[config.mk]
export PLATFORM = sky130hd
export DESIGN_NAME = retry_inorder_ctrl
export DESIGN_NICKNAME = d
export VERILOG_FILES = /design/src/rtl/retry_ctrl_pkg.sv /design/src/rtl/retry_inorder_ctrl.sv
export SDC_FILE = /design/constraint.sdc
export NUM_CORES = 1
export LEC_CHECK = 0
export ABC_AREA = 1
export CAP_MARGIN = 20
export CORE_AREA = 5 5 65 67
export CTS_CLUSTER_SIZE = 16
export DETAILED_ROUTE_END_ITERATION = 6
export DIE_AREA = 0 0 70 72
export PLACE_DENSITY = 0.73
export SLEW_MARGIN = 25
export SYNTH_ARGS = -nofsm -noshare
export SYNTH_HDL_FRONTEND = slang
export SYNTH_SLANG_ARGS = --single-unit
[constraint.sdc]
create_clock -name clk_i -period 3 [get_ports clk_i]
set_clock_uncertainty 0.05 [all_clocks]
set_input_delay 0.6 -clock clk_i [delete_from_list [all_inputs] [get_ports clk_i]]
set_output_delay 0.6 -clock clk_i [all_outputs]
set_load 0.05 [all_outputs]
[src/rtl/retry_ctrl_pkg.sv]
`default_nettype none
// ============================================================================
// Module   : retry_ctrl_pkg
// Purpose  : Shared types and helpers for the in-order retry scheduler.
//            Holds the FSM state enum and the modular window-membership
//            arithmetic used on wrapping IDs.
// Ports    : none (package)
// Revision : 1.0 - initial release
// ============================================================================
package retry_ctrl_pkg;

  typedef enum logic [1:0] {
    IDLE   = 2'd0,
    REPLAY = 2'd1,
    ERROR  = 2'd2
  } retry_ctrl_state_e;

  // Widest ID the helpers accept; callers zero-extend narrower IDs and pass
  // a mask so the subtraction wraps at the caller's own ID width.
  localparam int unsigned MaxIdSize = 16;
  typedef logic [MaxIdSize-1:0] id_t;

  // x is in the window iff its wrapped distance from the oldest ID is
  // smaller than the number of outstanding IDs.
  function automatic logic id_in_window(input id_t x, input id_t oldest,
                                        input id_t count, input id_t id_mask);
    id_t offset;
    offset = (x - oldest) & id_mask;
    return offset < count;
  endfunction

  function automatic logic window_full(input id_t count, input id_t window_depth);
    return count == window_depth;
  endfunction

endpackage
`default_nettype wire

[src/rtl/retry_inorder_ctrl.sv]
`default_nettype none
// ============================================================================
// Module   : retry_inorder_ctrl
// Purpose  : Retry scheduler for the in-order retry start stage. Tracks the
//            window of issued-but-unretired IDs, accepts failure reports,
//            replays every ID from the failed one to the newest issued, bounds
//            consecutive retry episodes and flags a sticky fatal error.
// Ports    : clk_i, rst_ni        clock, async active-low reset
//            issue_id_i/valid_i   IDs accepted by the start stage
//            done_id_i/valid_i    IDs checked OK downstream
//            fail_id_i/valid_i,
//            fail_ready_o         failure report handshake
//            retry_id_o/valid_o,
//            retry_ready_i        replay stream to the start stage
//            retry_lock_o         blocks new input while replaying / in error
//            full_o               window full
//            error_o, clear_i     sticky fatal error and its release
// Revision : 1.0 - initial release
// ============================================================================
module retry_inorder_ctrl
  import retry_ctrl_pkg::*;
#(
  parameter int unsigned IDSize     = 3,
  parameter int unsigned MaxRetries = 4
) (
  input  logic              clk_i,
  input  logic              rst_ni,
  input  logic [IDSize-1:0] issue_id_i,
  input  logic              issue_valid_i,
  input  logic [IDSize-1:0] done_id_i,
  input  logic              done_valid_i,
  input  logic [IDSize-1:0] fail_id_i,
  input  logic              fail_valid_i,
  output logic              fail_ready_o,
  output logic [IDSize-1:0] retry_id_o,
  output logic              retry_valid_o,
  input  logic              retry_ready_i,
  output logic              retry_lock_o,
  output logic              full_o,
  output logic              error_o,
  input  logic              clear_i
);

  localparam id_t               IdMask      = id_t'((32'd1 << IDSize) - 32'd1);
  localparam id_t               WindowDepth = id_t'(32'd1 << (IDSize - 1));
  localparam int unsigned       RcntW       = $clog2(MaxRetries + 1);
  localparam logic [IDSize-1:0] IdOne       = IDSize'(1);
  localparam logic [RcntW-1:0]  RcntOne     = RcntW'(1);
  localparam logic [RcntW-1:0]  RcntMax     = RcntW'(MaxRetries);

  retry_ctrl_state_e state_q, state_d;
  logic [IDSize-1:0] oldest_q, oldest_d;
  logic [IDSize-1:0] next_q, next_d;
  logic [IDSize-1:0] ptr_q, ptr_d;
  logic [IDSize-1:0] end_q, end_d;
  logic [RcntW-1:0]  rcnt_q, rcnt_d;

  logic [IDSize-1:0] count;
  logic              fail_in_win;
  logic              fail_acc;
  logic              done_ok;
  logic [RcntW-1:0]  rcnt_base;

  assign count         = next_q - oldest_q;
  assign full_o        = window_full(id_t'(count), WindowDepth);
  assign fail_ready_o  = (state_q != REPLAY);
  assign retry_valid_o = (state_q == REPLAY);
  assign retry_id_o    = retry_valid_o ? ptr_q : '0;
  // Decoded from the state register, so it changes only the cycle after
  // the state does.
  assign retry_lock_o  = (state_q != IDLE);
  assign error_o       = (state_q == ERROR);

  always_comb begin
    state_d   = state_q;
    oldest_d  = oldest_q;
    ptr_d     = ptr_q;
    end_d     = end_q;
    rcnt_d    = rcnt_q;
    rcnt_base = rcnt_q;

    next_d      = issue_valid_i ? (next_q + IdOne) : next_q;
    fail_acc    = fail_valid_i && fail_ready_o;
    fail_in_win = id_in_window(id_t'(fail_id_i), id_t'(oldest_q), id_t'(count), IdMask);

    // A done for the same ID as an accepted failure loses to the failure.
    done_ok = done_valid_i && (done_id_i == oldest_q) && (count != '0) &&
              !(fail_acc && (fail_id_i == done_id_i));

    if (done_ok) begin
      oldest_d  = oldest_q + IdOne;
      rcnt_d    = '0;
      rcnt_base = '0;
    end

    unique case (state_q)
      IDLE: begin
        if (fail_valid_i && fail_in_win) begin
          if (rcnt_base == RcntMax) begin
            state_d = ERROR;
          end else begin
            ptr_d    = fail_id_i;
            end_d    = next_d - IdOne;
            // Replayed elements come back with fresh IDs starting at next_d.
            oldest_d = next_d;
            rcnt_d   = rcnt_base + RcntOne;
            state_d  = REPLAY;
          end
        end
      end
      REPLAY: begin
        if (retry_ready_i) begin
          if (ptr_q == end_q) state_d = IDLE;
          else                ptr_d   = ptr_q + IdOne;
        end
      end
      ERROR: begin
        if (clear_i) begin
          state_d  = IDLE;
          oldest_d = next_q;
          rcnt_d   = '0;
        end
      end
      default: state_d = IDLE;
    endcase

    // An out-of-order issue means the tracking is corrupt; it overrides all.
    if (issue_valid_i && (issue_id_i != next_q)) state_d = ERROR;
  end

  always_ff @(posedge clk_i or negedge rst_ni) begin
    if (!rst_ni) begin
      state_q  <= IDLE;
      oldest_q <= '0;
      next_q   <= '0;
      ptr_q    <= '0;
      end_q    <= '0;
      rcnt_q   <= '0;
    end else begin
      state_q  <= state_d;
      oldest_q <= oldest_d;
      next_q   <= next_d;
      ptr_q    <= ptr_d;
      end_q    <= end_d;
      rcnt_q   <= rcnt_d;
    end
  end

endmodule
`default_nettype wire
==> results of run 1 <==
## sequential cells by signal, indices dropped and copies added (netlist names)
register	flops
ptr_q	3
end_q	3
rcnt_q	3
state_q	2
oldest_q	3
next_q	3
## tightest hold or removal path, cell delays in order, from the launching register on
cell	delay [ns]
dfrtp_1	0.37
nand2_1	0.05
o21ai_0	0.06
## what timing repair did
item	4_1_cts	5_1_grt
buffers inserted	0	1
gates resized for setup	0	13
hold endpoints to repair	0	0
endpoints found under the setup margin	0	13
hold buffers	0	0
## power by group
| part | leakage [nW] | switching [mW] | internal (mW) | total (mW) |
|---|---|---|---|---|
| clock | 0.0150 | 0.0776 | 0.0519 | 0.130 |
| sequential | 0.212 | 0.139 | 0.332 | 0.471 |
| combinational | 0.726 | 0.852 | 0.584 | 1.44 |
| total | 0.953 | 1.07 | 0.969 | 2.04 |
## through the flow
stage	setup WS (ns)	setup TNS, ns	util (%)
after global placement	-0.234	-2.27	50.5
after detailed placement	-0.285	-3.06	50.5
after CTS	0.0205	0	51.3
after global routing	0.0887	0	52.8
after floorplan	0.347	0	-
final	0.210	0	52.8
## worst max path at each step
| stage | endpoint | slack (ns) | depth (start not counted) |
|---|---|---|---|
| floorplan | oldest_q[0] | 0.35 | 16 |
| global placement | ptr_q[0] | -0.23 | 16 |
| detailed placement | ptr_q[1] | -0.28 | 16 |
| CTS | ptr_q[2] | 0.02 | 16 |
| global route | oldest_q[1] | 0.09 | 15 |
| finish | oldest_q[0] | 0.21 | 14 |
## synth_stat cells (3+ instances only)
library cell	instances	area share, %
a21oi_1	7	2.3
o21ai_0	9	3.0
nand3_2	3	2.0
inv_2	4	1.0
nand4_1	4	1.7
o21ai_2	3	1.8
xnor2_1	7	4.1
nand3_1	11	3.7
inv_1	35	8.8
ha_1	9	7.5
xor2_1	3	1.8
dfrtp_1	17	28
nor2_1	13	3.3
nand2_1	62	16
## layout make-up
type                    instances  share of cell area (%)
repair buffers                 29                    15.2
flip-flops and latches         17                    22.5
clock buffers                   4                    1.39
inverters                      39                    7.88
well taps                      48                    3.18
multi-input cells             150                    49.8
## layer usage
metal	GRT usage, %	part of all wire [%]
met3	1.52	3.2
met4	6.17	3.1
met5	0	0
met2	24.3	47
met1	19.1	46
## cell families (layout without fill, tap and decap cells)
| logic type | after synthesis | in the layout | share of synthesized area, % |
|---|---|---|---|
| AND/OR/NAND/NOR | 102 | 103 | 33.0 |
| AO/OA/AOI/OAI | 25 | 25 | 9.97 |
| adder cells (fa/ha/maj) | 11 | 11 | 10.2 |
| buffers and inverters | 41 | 72 | 11.3 |
| XOR/XNOR | 11 | 11 | 6.96 |
| flip-flops | 17 | 17 | 28.5 |
==> impl_metrics.ini, run 1 <==
[placed_design]
dp_hpwl_um = 2740
dpl-instance-area_um2 = 1810
port_buffers = 23
placed_cells = 281
routabilityCongestion = 0.945

[setup_path]
worstSetupEndpointType = register
crit_arrival_ns = 2.94
rr_endpoint = oldest_q[0]
cp_slowest_stage_delay_ns = 0.46
worstPathRequired_ns = 3.15
start_kind = input port
path_buf_inv = 1
cpMaxStageDelayCell = clkdlybuf4s50_1
reg2regPathDepth = 15
rrSetupSlack_ns = 0.25
worstSetupPathType = input port to register
path_common_cell = nand2_2
startpoint = fail_id_i[1]
rr_startpoint = oldest_q[0]
crit_family = simple AND/OR/NAND/NOR gates
crit_fanout = 3
crit_chain = clkdlybuf4s50_1 -> fa_2 -> xnor2_2 -> xor2_1 -> ha_1 -> a21boi_0 -> nor2_1 -> nand2_2 -> nand2_2 -> nand2_1 -> nor2_2 -> nand2_2 -> nand2_1 -> nand3_2

[clock_tree]
cts_buffers = 3
cts.sinks = 17
cts_tree = done
root_buffer = clkbuf_4
h-tree-depth = 1
clockBufferDepth = 2
clk_pin_slew_ns = 0.10
clock_latency_ns = 0.30

[synth]
syn_nets = 234
avgSynthCellArea_um2 = 7.21
synth-edff-count = 0
ys_warn_count = 0
ys_types = 30
ys_ff_latch = 17
mappedNetlistArea_um2 = 1490
synthArstFlopShare_pct = 100
synth-seq-area-share_pct = 28.5
netlist_instances = 207
ys.flop_type = dfrtp_1

[hold_path]
min_to = end_q[1]
hold_path.class = register to register
min_path_cells = 2
hp-start = end_q[1]

[global_routing]
antenna_found_initial = 0
first_global_vias = 1343
grt_pass1_wl_um = 6020
grt_max_degree = 18
gr-usage-all-layers_pct = 14.5
overflow = 0

[sta]
max-slew-margin-rel_pct = 45.9
finalHoldViolations = 0
worst_pin_slew_ns = 0.809
fin_crit_sh_pct = 93.0
rsz0062_at_grt = false
setup_viol_count_final = 0
min_period_ns = 2.79
worst_hold_slack_ns = 0.465
maxSlewViolCount = 0
fmax_ghz = 0.358

[cells_and_area]
drive_gt1_share_pct = 16.7
layout_commonest_cell = nand2_1
areaGrowthSynthToFinish_pct = 26.6
final-seq-area_um2 = 425
final_area_um2 = 1890
diodes = 0
final_nets = 267
layout_common_cells = 59 x nand2_1, 33 x inv_1, 21 x clkdlybuf4s50_1, 17 x dfrtp_1, 12 x nor2_1
fillers = 367
fin_cells = 287
multi_input_comb_area_um2 = 941

[route]
via_per_inst = 4.93
wl_um = 3590
wire_per_inst_um = 12.5
num_vias = 1415
ant_nets = 0
drtPass1Iterations = 4
drc = 0
drt_iter0_markers = 53

[power_and_ir_drop]
fin_total_pwr_mw = 2.04
ir_drop_v = 0.000446
p_leak_nw = 0.953
powerDensity_nw_per_um2 = 1080

[floorplan]
die_w_um = 70
num_io_pins = 24
die_area_um2 = 5040
die_h_um = 72
core-area_um2 = 3580
rows = 22
start_util_pct = 41.7

[status]
status = completed

[run]
maxCapViolCount = 0
Note: power is estimated with default switching activity, not from simulation.
==> run 2, diff against run 1 <==
==> constraint.sdc (replaced) <==
create_clock -name clk_i -period 3.5 [get_ports clk_i]
set_clock_uncertainty 0.05 [all_clocks]
set_input_delay 0.7 -clock clk_i [delete_from_list [all_inputs] [get_ports clk_i]]
set_output_delay 0.7 -clock clk_i [all_outputs]
set_load 0.05 [all_outputs]
==> impl_metrics.ini, run 2 (same netlist as run 1, synthesis figures left out) <==
[placed_design]
placed_cells = 276
routabilityCongestion = 0.819
dp_slack_ns = 0.0903
port_buffers = 23
dp_hpwl_um = 2590

[floorplan]
start_util_pct = 41.7
die_area_um2 = 5040
num_io_pins = 24
die_w_um = 70
core-area_um2 = 3580
die_h_um = 72
rows = 22

[sta]
min_period_ns = 3.10
finalHoldViolations = 0
fin_crit_sh_pct = 88.6
worst_pin_slew_ns = 0.775
maxSlewViolCount = 0
max-slew-margin-rel_pct = 48.2
rsz0062_at_grt = false
fin_setup_tns_ns = 0
fmax_ghz = 0.322
post-route-worst-setup-slack_ns = 0.398
setup_viol_count_final = 0

[cells_and_area]
drive_gt1_share_pct = 9.05
final_nets = 260
layout_commonest_cell = nand2_1
fin_cells = 280
diodes = 0
layout_common_cells = 62 x nand2_1, 35 x inv_1, 22 x clkdlybuf4s50_1, 17 x dfrtp_1, 13 x nor2_1
areaGrowthSynthToFinish_pct = 19.9

[setup_path]
start_kind = input port
worstSetupEndpointType = register
crit_arrival_ns = 3.24
worstPathRequired_ns = 3.63
crit_fanout = 4
worstSetupPathType = input port to register

[power_and_ir_drop]
p_leak_nw = 0.920
intPower_mw = 0.736
pwr-share-clk_pct = 6.8
seqPwrFrac_pct = 25.6
ir_drop_v = 0.000379
p_sw_mw = 0.828
powerDensity_nw_per_um2 = 874
swShare_pct = 53.0
pwr-share-comb_pct = 67.6

[status]
status = completed

[clock_tree]
cts_buffers = 3
clk_pin_slew_ns = 0.10
cts_tree = done
clock_latency_ns = 0.29
h-tree-depth = 1
clockBufferDepth = 2
cts.sinks = 17
root_buffer = clkbuf_4

[global_routing]
first_global_vias = 1203
antenna_found_initial = 0
overflow = 0
grt_max_degree = 18
grt_pass1_wl_um = 5520
gr-usage-all-layers_pct = 13.5

[route]
ant_nets = 0
via_per_inst = 4.73
num_vias = 1325
wire_per_inst_um = 11.4
drc = 0
drtPass1Iterations = 4
drt_iter0_markers = 43
wl_um = 3180

[run]
maxCapViolCount = 0

[hold_path]
hold_path.class = register to register
==> run 2: cell count changes in the layout (fill, tap and decap cells not counted), sizes merged <==
cell / previous run / this run
buf: 7 / 0
clkdlybuf4s50: 21 / 22
nand3: 17 / 16
==> run 2: what timing repair did <==
action                     CTS  global route
gates resized for setup      0             1
buffers inserted             0             0
setup endpoints to repair    0             1
hold buffers                 0             0
==> run 2: power by group through the flow <==
stage	registers, mW	logic (mW)	clock network [mW]
global placement	0.400	1.04	0
finish	0.401	1.06	0.106
floorplan	0.364	0.857	0
detailed placement	0.403	1.06	0
CTS	0.399	1.06	0.109
global route	0.415	1.20	0.123
==> run 2: worst paths after layout <==
path                                    from     endpoint  slack, ns  depth (start not counted)
worst min-delay path                end_q[1]     end_q[1]       0.48                          2
worst max register to register   oldest_q[0]     ptr_q[1]       0.72                         13
worst max-delay path            fail_id_i[0]  oldest_q[0]       0.40                         17
max in group asynchronous             rst_ni  oldest_q[0]       2.12                          1
worst min register to register      end_q[1]     end_q[1]       0.48                          2
min in group asynchronous             rst_ni  oldest_q[1]       0.81                          1
==> run 2: stage by stage <==
step	hold WS (ns)	area, um^2	total power [mW]	utilization, %
5_1_grt	0.505	1790	1.74	50.0
6_report	0.481	1790	1.56	50.0
3_3_place_gp	0.463	1760	1.44	49.2
3_5_place_dp	0.459	1760	1.46	49.2
4_1_cts	0.481	1790	1.57	49.9
2_1_floorplan	0.354	1490	1.22	-
==> run 2: critical path, stage by stage <==
cell and delay, ns:
clkdlybuf4s50_1 0.41, inv_1 0.10, ha_1 0.15, inv_1 0.04, fa_1 0.37, xnor2_1 0.17
xor2_1 0.18, ha_1 0.24, a21boi_0 0.12, nor2_1 0.08, nand2_1 0.08, nand2_1 0.14
nand2_1 0.06, nor2_1 0.12, nand2_1 0.11, nand2_1 0.10, nand3_2 0.06
==> run 2: layer usage <==
metal	global-route usage [%]	vias up	share of wire (%)
met4	6.38	0	1.4
met2	22.2	37	46
met1	17.9	582	49
met3	1.39	4	3.7
met5	0	-	0
li1	-	702	-
==> run 2: layout make-up <==
class                      count  area (um^2)
clock buffer                   4         26.3
fill                         369         1790
inverter                      39          146
multi-input combinational    149          898
sequential                    17          425
tap                           48         60.1
timing repair buffer          23          233
==> run 3, diff against run 2 <==
--- a/config.mk
+++ b/config.mk
@@ -7,11 +7,12 @@
 export LEC_CHECK = 0
 export ABC_AREA = 1
 export CAP_MARGIN = 20
-export CORE_AREA = 5 5 65 67
+export CORE_AREA = 5 5 58 60
 export CTS_CLUSTER_SIZE = 16
 export DETAILED_ROUTE_END_ITERATION = 6
-export DIE_AREA = 0 0 70 72
-export PLACE_DENSITY = 0.73
+export DIE_AREA = 0 0 63 65
+export HOLD_SLACK_MARGIN = 0.12
+export PLACE_DENSITY = 0.89
 export SLEW_MARGIN = 25
 export SYNTH_ARGS = -nofsm -noshare
 export SYNTH_HDL_FRONTEND = slang
==> impl_metrics.ini, run 3 (same netlist as run 1, synthesis figures left out) <==
[clock_tree]
clk_pin_slew_ns = 0.10
root_buffer = clkbuf_4
cts.sinks = 17
post_cts_buffers = 0
hold_buffers = 0
cts_tree = done
post_cts_resize_count = 0
clockBufferDepth = 2
cts_buffers = 3
clock_latency_ns = 0.29
h-tree-depth = 1

[power_and_ir_drop]
pwr-share-clk_pct = 6.7
powerDensity_nw_per_um2 = 894
seqPwrFrac_pct = 25.2
swShare_pct = 53.3
ir_drop_v = 0.000697
p_sw_mw = 0.842
intPower_mw = 0.738
p_leak_nw = 0.903
pwr-share-comb_pct = 68.1

[setup_path]
crit_arrival_ns = 2.60
worstPathRequired_ns = 2.75
worstSetupEndpointType = output pin
crit_fanout = 6
worstSetupPathType = register to output pin
start_kind = register

[cells_and_area]
drive_gt1_share_pct = 9.05
layout_common_cells = 62 x nand2_1, 35 x inv_1, 23 x clkdlybuf4s50_1, 17 x dfrtp_1, 13 x nor2_1
final-seq-area_um2 = 425
multi_input_comb_area_um2 = 898
final_area_um2 = 1770
areaGrowthSynthToFinish_pct = 18.4
diodes = 0
fin_cells = 265
fillers = 250
layout_commonest_cell = nand2_1
final_nets = 260

[sta]
post-route-worst-setup-slack_ns = 0.148
maxSlewViolCount = 0
worst_pin_slew_ns = 0.769
min_period_ns = 3.35
fin_crit_sh_pct = 95.8
fin_setup_tns_ns = 0
rsz0062_at_grt = false
setup_viol_count_final = 0
finalHoldViolations = 0
max-slew-margin-rel_pct = 48.6
fmax_ghz = 0.298

[route]
drt_iter0_markers = 109
wl_um = 3220
via_per_inst = 5.04
wire_per_inst_um = 12.2
ant_nets = 0
num_vias = 1335
drc = 0
drtPass1Iterations = 4

[global_routing]
antenna_found_initial = 0
gr-usage-all-layers_pct = 16.6
first_global_vias = 1225
grt_pass1_wl_um = 5530
grt_max_degree = 18
overflow = 0

[floorplan]
core-area_um2 = 2880
die_w_um = 63
rows = 20
die_area_um2 = 4100
die_h_um = 65
start_util_pct = 51.9
num_io_pins = 24

[placed_design]
dp_slack_ns = 0.0164
placed_cells = 261
routabilityCongestion = 0.832
port_buffers = 23
dp_hpwl_um = 2580
dpl-instance-area_um2 = 1740

[hold_path]
hold_path.class = register to register

[run]
maxCapViolCount = 0

[status]
status = completed
==> run 3: final timing paths <==
kind,startpoint,endpoint,slack [ns],cells after the start
max,oldest_q[0],full_o,0.15,7
min,end_q[2],end_q[2],0.47,2
max reg2reg,oldest_q[0],oldest_q[1],0.66,15
min reg2reg,end_q[2],end_q[2],0.47,2
max in group asynchronous,rst_ni,oldest_q[0],2.12,1
min in group asynchronous,rst_ni,oldest_q[2],0.80,1
==> run 3: area by class of cell <==
class / instances / share of cell area, %
multi-input combinational: 149 / 50.8
tap: 33 / 2.34
sequential: 17 / 24.1
timing repair buffer: 23 / 13.0
inverter: 39 / 8.28
clock buffer: 4 / 1.49
==> run 3: critical path, cell delays in order (launching register included) <==
cell and delay (ns):
dfrtp_1 0.49, ha_1 0.26, fa_1 0.38, inv_1 0.07, nand2_1 0.07, and2_1 0.16, nor2_1 0.09, clkdlybuf4s50_1 0.80
==> run 3: through the flow <==
step	util, %	power, mW	hold WS (ns)
after floorplan	-	1.22	0.354
after global placement	60.5	1.43	0.457
after detailed placement	60.5	1.47	0.449
after CTS	61.4	1.58	0.472
after global routing	61.4	1.75	0.505
final	61.4	1.58	0.470
==> run 3: layer usage <==
| metal | track usage, % | wire length, um |
|---|---|---|
| met1 | 23.1 | 1480 |
| met4 | 4.77 | 45 |
| met3 | 1.73 | 160 |
| met2 | 27.2 | 1540 |
| met5 | 0 | 0 |
==> run 3: power by group through the flow <==
stage,registers [mW],clock network (mW),logic (mW)
2_1_floorplan,0.364,0,0.857
3_3_place_gp,0.398,0,1.03
3_5_place_dp,0.401,0,1.06
4_1_cts,0.397,0.105,1.08
5_1_grt,0.408,0.117,1.22
6_report,0.398,0.106,1.08
